--- config.mk ---
export PLATFORM = sky130hd
export DESIGN_NAME = mem_arbiter
export DESIGN_NICKNAME = d
export VERILOG_FILES = /design/src/rtl/mem_arbiter.sv
export SDC_FILE = /design/constraint.sdc
export NUM_CORES = 1
export LEC_CHECK = 0
export CORE_AREA = 2 2 109 111
export CTS_CLUSTER_DIAMETER = 150
export DETAILED_ROUTE_END_ITERATION = 10
export DIE_AREA = 0 0 111 113
export GPL_TIMING_DRIVEN = 0
export PLACE_DENSITY = 0.82
export SYNTH_ARGS = -nofsm -noshare
export SYNTH_HDL_FRONTEND = slang
export SYNTH_SLANG_ARGS = --single-unit
--- constraint.sdc ---
create_clock -name clk -period 1.9 [get_ports clk]
set_input_delay 0.19 -clock clk [delete_from_list [all_inputs] [get_ports clk]]
set_output_delay 0.19 -clock clk [all_outputs]
set_load 0.1 [all_outputs]
--- src/rtl/mem_arbiter.sv ---
// Two-port (fetch / data) arbiter in front of a single-port unified memory.
// One transaction is outstanding at a time. It moves through IDLE (grant and
// capture), REQ (command held until m_ack) and RESP (wait for m_rvalid or a
// timeout). Grants and responses are combinational pulses in the cycle they
// apply. The m_* command fields come straight from capture registers.
module mem_arbiter #(
  parameter int TIMEOUT = 15
) (
  input  logic        clk,
  input  logic        rst,
  // instruction fetch port
  input  logic        if_req,
  input  logic [31:0] if_addr,
  output logic        if_gnt,
  output logic        if_rvalid,
  output logic [31:0] if_rdata,
  output logic        if_err,
  // data port
  input  logic        d_req,
  input  logic        d_we,
  input  logic [31:0] d_addr,
  input  logic [31:0] d_wdata,
  input  logic [3:0]  d_wmask,
  output logic        d_gnt,
  output logic        d_rvalid,
  output logic [31:0] d_rdata,
  output logic        d_err,
  // memory side
  output logic        m_req,
  output logic        m_we,
  output logic [31:0] m_addr,
  output logic [31:0] m_wdata,
  output logic [3:0]  m_wmask,
  input  logic        m_ack,
  input  logic        m_rvalid,
  input  logic [31:0] m_rdata
);

  // Sized so that the counter can hold the value TIMEOUT itself.
  localparam int CW = (TIMEOUT < 1) ? 1 : $clog2(TIMEOUT + 2);
  localparam logic OWN_FETCH = 1'b0;
  localparam logic OWN_DATA  = 1'b1;

  typedef enum logic [1:0] {IDLE, REQ, RESP} state_t;

  state_t         state_reg;
  logic           owner_reg;
  logic           last_owner_reg;
  logic           m_we_reg;
  logic [31:0]    m_addr_reg;
  logic [31:0]    m_wdata_reg;
  logic [3:0]     m_wmask_reg;
  logic [CW-1:0]  tmo_cnt_reg;

  logic           any_req;
  logic           sel_owner;
  logic           grant;
  logic           resp_hit;
  logic           tmo_hit;
  logic           done;
  logic [31:0]    resp_data;

  // Arbitration and response decode. Reset masks every pulse in the same cycle.
  always_comb begin
    any_req   = if_req | d_req;
    // On a tie, the requester that was not granted last time wins.
    sel_owner = (if_req && d_req) ? ~last_owner_reg : d_req;
    grant     = !rst && (state_reg == IDLE) && any_req;
    resp_hit  = !rst && (state_reg == RESP) && m_rvalid;
    // A real response in the same cycle takes precedence over the timeout.
    tmo_hit   = !rst && (state_reg == RESP) && !m_rvalid &&
                (tmo_cnt_reg == CW'(TIMEOUT));
    done      = resp_hit | tmo_hit;
    // Stores and timed-out transactions return zero data.
    resp_data = (resp_hit && !m_we_reg) ? m_rdata : 32'd0;

    if_gnt    = grant & (sel_owner == OWN_FETCH);
    d_gnt     = grant & (sel_owner == OWN_DATA);

    if_rvalid = done & (owner_reg == OWN_FETCH);
    d_rvalid  = done & (owner_reg == OWN_DATA);
    if_rdata  = if_rvalid ? resp_data : 32'd0;
    d_rdata   = d_rvalid  ? resp_data : 32'd0;
    if_err    = if_rvalid & tmo_hit;
    d_err     = d_rvalid  & tmo_hit;

    m_req     = !rst && (state_reg == REQ);
    m_we      = m_we_reg;
    m_addr    = m_addr_reg;
    m_wdata   = m_wdata_reg;
    m_wmask   = m_wmask_reg;
  end

  // Transaction FSM: grant/capture, hold the command, await the response.
  always_ff @(posedge clk) begin
    if (rst) begin
      state_reg      <= IDLE;
      owner_reg      <= OWN_FETCH;
      last_owner_reg <= OWN_FETCH;
      m_we_reg       <= 1'b0;
      m_addr_reg     <= 32'd0;
      m_wdata_reg    <= 32'd0;
      m_wmask_reg    <= 4'd0;
      tmo_cnt_reg    <= '0;
    end else begin
      case (state_reg)
        IDLE: begin
          if (any_req) begin
            owner_reg      <= sel_owner;
            last_owner_reg <= sel_owner;
            if (sel_owner == OWN_DATA) begin
              m_we_reg    <= d_we;
              m_addr_reg  <= d_addr;
              m_wdata_reg <= d_wdata;
              m_wmask_reg <= d_wmask;
            end else begin
              // A fetch is always a plain read.
              m_we_reg    <= 1'b0;
              m_addr_reg  <= if_addr;
              m_wdata_reg <= 32'd0;
              m_wmask_reg <= 4'd0;
            end
            state_reg <= REQ;
          end
        end
        REQ: begin
          if (m_ack) begin
            tmo_cnt_reg <= '0;
            state_reg   <= RESP;
          end
        end
        RESP: begin
          if (m_rvalid || (tmo_cnt_reg == CW'(TIMEOUT))) begin
            state_reg <= IDLE;
          end else begin
            tmo_cnt_reg <= tmo_cnt_reg + 1'b1;
          end
        end
        default: state_reg <= IDLE;
      endcase
    end
  end

endmodule

After elaboration in Yosys (flattened, before gate mapping)
Cells that the tools add are included.

Output and inout bits: 140. Bits in registers: 77.

Add/sub/neg operators: 1. Bitwise logic cells: 10. Muxes and demuxes: 15. Reductions and logical operators: 18. Eq/ne operators: 7.

Operator list (count): 32-bit two-way mux (5); 5-bit two-way mux (2); 5-bit case mux with 2 select lines (1); 1-bit logical AND (9); 1-bit AND (6); 2-bit two-way mux (3); 2-bit inequality test, second input constant (3); 2-bit case mux with 3 select lines (1); 3-bit AND reduction (2); 5-bit by 1-bit adder with 5-bit output, second input constant (1); 5-bit by 4-bit == test with 1-bit output, second input constant (1); 4-bit two-way mux (1); 1-bit zero test (3); 2-bit by 1-bit == test with 1-bit output, second input constant (1); 2-bit == test, second input constant (1); 2-bit zero test (1); 1-bit two-way mux (2); 2-bit by 1-bit inequality test with 1-bit output, second input constant (1); 1-bit inverter (2); 1-bit bitwise OR (2); 2-bit AND reduction (1); 2-bit nonzero test (1); 1-bit logical OR (1).

Depth between registers and ports, before layout
Gate-level depths: netlist of run 1.

Depth in word-level cells: 7. Depth in mapped cells: 7. Depth with buffers taken out: 6.

Worst setup path before layout of run 1
Ideal clock, no wire load.

Path type: reg2out. Start: reg state_reg[1]. End: out if_err. Path slack: -2.266 ns. Arrival time: 3.976 ns. Required time: 1.710 ns. Cell stages (with the launch flop): 3. Buffers on the path: 0. Cell sequence: dfxtp_1 or3b_4 nor4b_1.

Word-level cells in the longest chain between the ends: 7.

Ends and longest elaborated chain: start, declared (line 46) `state_t state_reg;`; start signal, assigned (line 97) `state_reg <= IDLE;`; start signal, assigned (line 123) `state_reg <= REQ;`; start signal, assigned (line 129) `state_reg <= RESP;`; 2-bit == test * (line 69, 71); 1-bit logical AND * (line 69, 71); 1-bit logical AND (2 in series) (line 71) `tmo_hit = !rst && (state_reg == RESP) && !m_rvalid &&`; 1-bit bitwise OR (line 73) `done = resp_hit | tmo_hit;`; 1-bit AND (line 80) `if_rvalid = done & (owner_reg == OWN_FETCH);`; 1-bit AND * (line 84) `if_err = if_rvalid & tmo_hit;`; end, declared (line 17) `output logic if_err,`.

Every way passes the cells marked *; elsewhere a longest branch is shown, timed or not.

Worst setup path in the final report of run 1
Start: reg state_reg[1]. End: out if_rdata[29].

Word-level cells in the longest chain between the ends: 7.

Ends and longest elaborated chain: 2-bit == test * (line 69, 71); 1-bit logical AND * (line 69, 71); 1-bit logical AND (2 in series) (line 71); 1-bit bitwise OR (line 73); 1-bit AND (line 80); 32-bit two-way mux * (line 82) `if_rdata = if_rvalid ? resp_data : 32'd0;`; end, declared (line 16) `output logic [31:0] if_rdata,`.

Marked as above.

==> metrics.md, run 1 <==
| Metric | Value |
|---|---|
| DP Cell Count | `about 810` |
| Synth warnings | `0` |
| CP Data Required Time | `between 1500 and 2000 ps` |
| Critical Path AT | `a little under 2000 ps` |
| Die H | `around 110 µm` |
| Area leader, netlist | `dfxtp_1` |
| Worst Hold Path EP | `m_addr[1]` |
| Reg2reg start | `tmo_cnt_reg[1]` |
| Minimum clock period | `between 2000 and 2500 ps` |
| Failing checks | `setup timing` |
| Die area | `between 0.01 and 0.015 mm²` |
| Post-synthesis mux area share | `0.00615` |
| Pwr/cell area | `~760 mW/mm²` |
| Worst setup margin | `-271 ps` |
| Most common cell after layout, fill and taps aside | `clkdlybuf4s50_1` |
| Largest family of logic cells by synthesized area | `simple AND/OR/NAND/NOR gates` |
| Finished Layout Cells | `856` |
| Number of global-route vias before repair | `4560` |
| Max clock buf depth | `2` |
| GRT overflow | `0` |
| DR DRC count | `0` |
| Setup crit end kind | `output pin` |
| Final Setup Violations | `between 60 and 70` |
| Final Hold Viols | `0` |
| Total wire length | `about 16 mm` |
| Main area contributors after synthesis | `dfxtp_1 45%, and2_1 12%, a22o_1 9.6%` |
| Routed Antenna Nets | `0` |
| Most frequent cells in the layout | `136 x clkdlybuf4s50_1, 72 x dfxtp_1, 71 x dlygate4sd2_1, 70 x buf_12, 66 x nand2_1` |
| Critical path startpoint category | `register` |
| Synth Area in Adders | `0.00724` |
| WL/cell | `about 18 µm` |
| DR pass1 iterations | `4` |
| Final design utilization | `0.705` |
| H-tree levels | `3` |
| Worst skew pair latency | `between 300 and 400 ps` |
| CTS tree | `done` |
| Static leakage | `~3.5 nW` |
| Worst Hold Margin | `around 430 ps` |
| Worst slew margin | `0.336` |
| Synth Area in XOR/XNOR | `0` |
| DR vias | `4316` |
| Share of layout cells above drive strength 1 | `0.308` |
| Syn nets | `534` |
| MaxCap Viol Count | `0` |
| R2r setup slk | `approximately 130 ps` |
| Cells after Synth | `approximately 400` |
| CTS Sinks | `77` |
| RSZ-0062 raised after global routing | `true` |
| Setup CP Type | `register to output pin` |
| PortBufs | `about 280` |
| Post-Syn Area | `between 0.003 and 0.004 mm²` |
| Compound-Gate Fraction of Synth Area | `0.244` |
| Fin nets | `846` |
| Placed inst area | `between 0.006 and 0.007 mm²` |
| Sequential fraction of the synthesis area | `0.446` |
| Global Route Usage Sum | `0.243` |
| Rows | `39` |
| Starting DRT DRC Count | `195` |
| Hold Path Depth | `3` |
| Post-synthesis simple-gate area fraction | `0.247` |
| Synth Register Bits | `77` |
| Clock transition at the registers of the reported paths | `60 ps` |
| Die X | `approximately 110 µm` |
| Hpwl dp | `between 10 and 15 mm` |
| Clock root cell | `clkbuf_16` |
| P&R area growth vs syn | `130%` |
| Fmax | `around 0.46 GHz` |
| Period utilisation layout | `1.14` |
| HP Class | `input pin to register` |
| Post-synthesis cell type count | `37` |
| Initial Utilization | `0.307` |
| Gpl congestion | `0.887` |
| CORE AREA | `0.0113 mm²` |
| IO Pins | `between 200 and 300` |
| Worst-Margin Slew | `1000 ps` |
| Maximum vdd drop | `0.528 mV` |
| First-pass GRT wire length | `about 24 mm` |
| Worst Min Path Start | `if_addr[1]` |
| FF-to-FF End | `tmo_cnt_reg[4]` |
| Via density | `~5.0` |
| Post-Syn Area per Cell | `about 8.8 µm²` |
| Critical path peak fanout | `8` |
| Final instance area | `0.00795 mm²` |
| Share of the synthesized area in the top cell type | `0.446` |
| Slew Limit Fails | `0` |
| Status | `finished, violations left` |
| Clock Skews | `between 6 and 7 ps` |
| Initial antenna violation count | `3` |
| CTS Buf Count | `9` |
| Pin count of the biggest net entering global routing | `14` |
| FF-to-FF path depth | `6` |
==> routing by layer <==
layer / wire length [µm] / global-route usage
met5: 0 / 0
met1: 5890 / 0.260
met3: 1130 / 0.0691
met4: 471 / 0.0975
met2: 8140 / 0.450
==> critical path, cell delays in order, from the launching register on <==
cell and delay, ps:
dfxtp_4 370, or3b_4 410, nor4b_4 230, buf_6 190, buf_6 130, and2_4 150, buf_12 170
==> cells by family (layout without fill, tap and decap cells) <==
logic type	count (synthesis)	after routing
other cells	0	3
compound gates	111	111
fa+ha+maj	2	2
mux	2	2
flops	77	77
buf+inv	42	359
simple gates	159	159
==> power by group <==
part / leakage, nW / switching (W) / total, W / internal, W
sequential: 0.636 / 0.0000914 / 0.00187 / 0.00178
combinational: 2.67 / 0.00167 / 0.00233 / 0.000662
clock: 0.152 / 0.000687 / 0.00188 / 0.00119
==> area by class of cell <==
cell class | count | area, µm²
diodes | 3 | 7.51
plain buffers | 34 | 196
clock buffers | 11 | 243
clock inverters | 5 | 83.8
fillers | 821 | 3330
inverters | 5 | 18.8
multi-input cells | 274 | 2030
flip-flops and latches | 77 | 1550
well taps | 143 | 179
repair buffers | 304 | 3640
==> synth_stat cells <==
library cell	instances
nor3b_2	1
a21o_1	1
a21boi_1	1
nand2_1	67
nor2_1	5
a21oi_1	33
nor3_1	3
nor2b_1	3
or2_0	1
nor4b_1	1
nand3_1	1
a221o_1	1
ha_1	2
clkbuf_1	26
or3_1	2
dfxtp_1	77
nor4b_4	1
buf_4	1
and2_0	1
nor4_2	1
a21bo_2	1
mux2_2	1
mux2i_1	1
o2bb2ai_1	1
a22o_1	38
a311oi_1	32
nor3b_1	1
and2_1	64
nand2b_1	1
and3_1	2
and4b_1	1
buf_2	10
or3b_4	1
nand4_1	2
o211ai_1	2
inv_1	5
o21ai_0	1
==> through the flow <==
stage,setup WS (ps),setup TNS (ps),power (W)
after global routing,-334,-16950,0.00629
after CTS,-310,-13530,0.00608
after detailed placement,-1560,-114490,0.00424
after global placement,-1510,-109860,0.00421
final,-271,-12690,0.00607
after floorplan,-243,-707,0.00349
==> how the worst max path moves through the flow <==
| stage | start | end | slack [ps] | cells after the start |
|---|---|---|---|---|
| floorplan | state_reg[1] | if_err | -240 | 2 |
| global placement | rst | if_rdata[6] | -1510 | 6 |
| detailed placement | rst | if_rdata[6] | -1560 | 6 |
| CTS | state_reg[0] | if_rdata[23] | -310 | 6 |
| global route | state_reg[0] | if_rdata[21] | -330 | 6 |
| finish | state_reg[1] | if_rdata[29] | -270 | 6 |
==> timing repair <==
item	4_1_cts	5_1_grt
endpoints found under the setup margin	181	82
hold buffers	0	0
gates resized for setup	779	28
setup buffers	17	6
pin swaps	41	7
gates cloned	6	0
Power figures use the tool's default switching activity.
==> run 2: changes to the inputs <==
--- a/config.mk
+++ b/config.mk
@@ -5,6 +5,7 @@
 export SDC_FILE = /design/constraint.sdc
 export NUM_CORES = 1
 export LEC_CHECK = 0
+export ABC_CLOCK_PERIOD_IN_PS = 1900
 export CORE_AREA = 2 2 109 111
 export CTS_CLUSTER_DIAMETER = 150
 export DETAILED_ROUTE_END_ITERATION = 10
@@ -14,3 +15,4 @@
 export SYNTH_ARGS = -nofsm -noshare
 export SYNTH_HDL_FRONTEND = slang
 export SYNTH_SLANG_ARGS = --single-unit
+export TNS_END_PERCENT = 50
==> metrics.md, run 2 (same netlist as run 1, synthesis figures left out) <==
| Metric | Value |
|---|---|
| WL/cell | `approximately 18 µm` |
| Max clock buf depth | `2` |
| Period utilisation layout | `1.16` |
| Worst Min Path Start | `if_addr[7]` |
| Delay-heaviest family, CP | `simple AND/OR/NAND/NOR gates` |
| Final Setup Violations | `67` |
| P&R area growth vs syn | `130%` |
| Grt met3 use | `0.0466` |
| Critical path startpoint category | `register` |
| Most frequent cells in the layout | `137 x clkdlybuf4s50_1, 72 x dfxtp_1, 69 x dlygate4sd2_1, 69 x buf_12, 67 x nand2_1` |
| Most common cell after layout, fill and taps aside | `clkdlybuf4s50_1` |
| CP Data Required Time | `1710 ps` |
| CP dominant cell by count | `buf_6` |
| Minimum clock period | `2210 ps` |
| Reg2reg start | `state_reg[1]` |
| # hold bufs at CTS | `0` |
| Number of global-route vias before repair | `4441` |
| Final Power | `approximately 0.0061 W` |
| Initial Utilization | `0.307` |
| Die X | `about 110 µm` |
| Global Route Usage Sum | `0.243` |
| Via density | `5.00` |
| CTS Buf Count | `9` |
| Total wire length | `approximately 16 mm` |
| GR Layer Usage met2 | `0.460` |
| Global Route met1 Usage | `0.278` |
| Pwr/cell area | `approximately 770 mW/mm²` |
| GRT Max-Usage Layer | `met2` |
| Critical Path AT | `about 2000 ps` |
| Critical path peak fanout | `7` |
| Initial antenna violation count | `0` |
| DR vias | `around 4300` |
| H-tree levels | `3` |
| First-pass GRT wire length | `24.2 mm` |
| Fin nets | `845` |
| RSZ-0062 raised after global routing | `true` |
| CORE AREA | `about 0.011 mm²` |
| Clock transition at the registers of the reported paths | `around 60 ps` |
| Worst slew margin | `0.327` |
| Starting DRT DRC Count | `around 200` |
| Fmax | `roughly 0.45 GHz` |
| Worst-Margin Slew | `slightly above 1000 ps` |
| Fin Setup TNS | `-16330 ps` |
| DR DRC count | `0` |
| HP Class | `input pin to register` |
| Setup crit end kind | `output pin` |
| Clock Skews | `roughly 5.1 ps` |
| Status | `finished, violations left` |
| CTS Sinks | `slightly below 80` |
| Die area | `between 0.01 and 0.015 mm²` |
| Rows | `39` |
| Maximum vdd drop | `around 0.53 mV` |
| DR pass1 iterations | `4` |
| Gpl congestion | `roughly 0.88` |
| Crit-path slowest cell | `or3b_4` |
| Worst path max stage delay | `around 400 ps` |
| MaxCap Viol Count | `0` |
| IO Pins | `about 280` |
| PortBufs | `278` |
| Worst skew pair latency | `approximately 330 ps` |
| Final Hold Viols | `0` |
| Routed Antenna Nets | `0` |
| Buffers & Inverters on Critical Path | `3` |
| GRT overflow | `0` |
| Setup CP Type | `register to output pin` |
| Die H | `between 100 and 150 µm` |
| CTS tree | `done` |
| Failing checks | `setup timing` |
| Share of layout cells above drive strength 1 | `0.305` |
| Slew Limit Fails | `0` |
| Pin count of the biggest net entering global routing | `15` |
| Hpwl dp | `10.8 mm` |
| Clock root cell | `clkbuf_16` |
| Static leakage | `approximately 3.4 nW` |
| Worst setup margin | `-307 ps` |
| Worst setup startpoint | `state_reg[1]` |
| ANT cells | `0` |
| CP cell instances | `or3b_4, nor4b_4, buf_6, buf_6, and2_4, buf_12` |
-- run 2: cell count changes in the layout (fill, tap and decap cells not counted), sizes merged --
cell / previous run / this run
diode: 3 / 0
buf: 111 / 109
dlygate4sd2: 71 / 69
clkbuf: 31 / 30
clkdlybuf4s50: 136 / 137
clkinv: 1 / 2
dlymetal6s2s: 0 / 1
inv: 5 / 6
-- run 2: worst min-delay path: cells and delay by family --
family / cells / cell delay, ps
buffers and inverters: 1 / 400
AND/OR/NAND/NOR: 1 / 60
AO/OA/AOI/OAI: 1 / 70
-- run 2: per-layer routing --
| metal | part of all wire | vias up |
|---|---|---|
| met4 | 0.016 | 0 |
| met5 | 0 | - |
| met3 | 0.059 | 17 |
| met2 | 0.53 | 205 |
| met1 | 0.39 | 2021 |
| li1 | - | 2019 |
-- run 2: layout make-up --
class	count	area, µm²
Tap cell	143	179
Buffer	36	239
Clock inverter	7	97.6
Timing Repair Buffer	301	3610
Fill cell	812	3320
Multi-Input combinational cell	274	2030
Clock buffer	9	225
Sequential cell	77	1550
Inverter	5	18.8
-- run 2: worst paths after layout --
| check | endpoint | slack (ps) | cells after the start |
|---|---|---|---|
| worst max-delay path | if_rdata[19] | -310 | 6 |
| worst min-delay path | m_addr[7] | 430 | 3 |
| worst min register to register | m_wdata[24] | 470 | 1 |
| worst max register to register | m_addr[25] | 70 | 6 |
-- run 2: stage by stage --
step / cells / instance area (µm²) / hold slack [ps] / setup slack (ps) / utilization
6_report: 852 / 7950 / 433 / -307 / 0.705
5_1_grt: 852 / 7950 / 441 / -356 / 0.705
4_1_cts: 853 / 7920 / 423 / -325 / 0.703
3_5_place_dp: 814 / 6550 / 455 / -1520 / 0.581
3_3_place_gp: 814 / 6550 / 458 / -1480 / 0.581
2_1_floorplan: 393 / 3590 / 323 / -255 / -
-- run 2: where the power goes --
| group | internal, W | switching (W) |
|---|---|---|
| Combinational | 0.000681 | 0.00168 |
| Sequential | 0.00178 | 0.0000853 |
| Clock | 0.00116 | 0.000720 |
-- run 2: repair_timing --
action,in CTS,in global routing
setup buffers,19,1
pin swaps,46,6
resized for setup,820,16
gates cloned,5,0
setup endpoints to repair,165,84
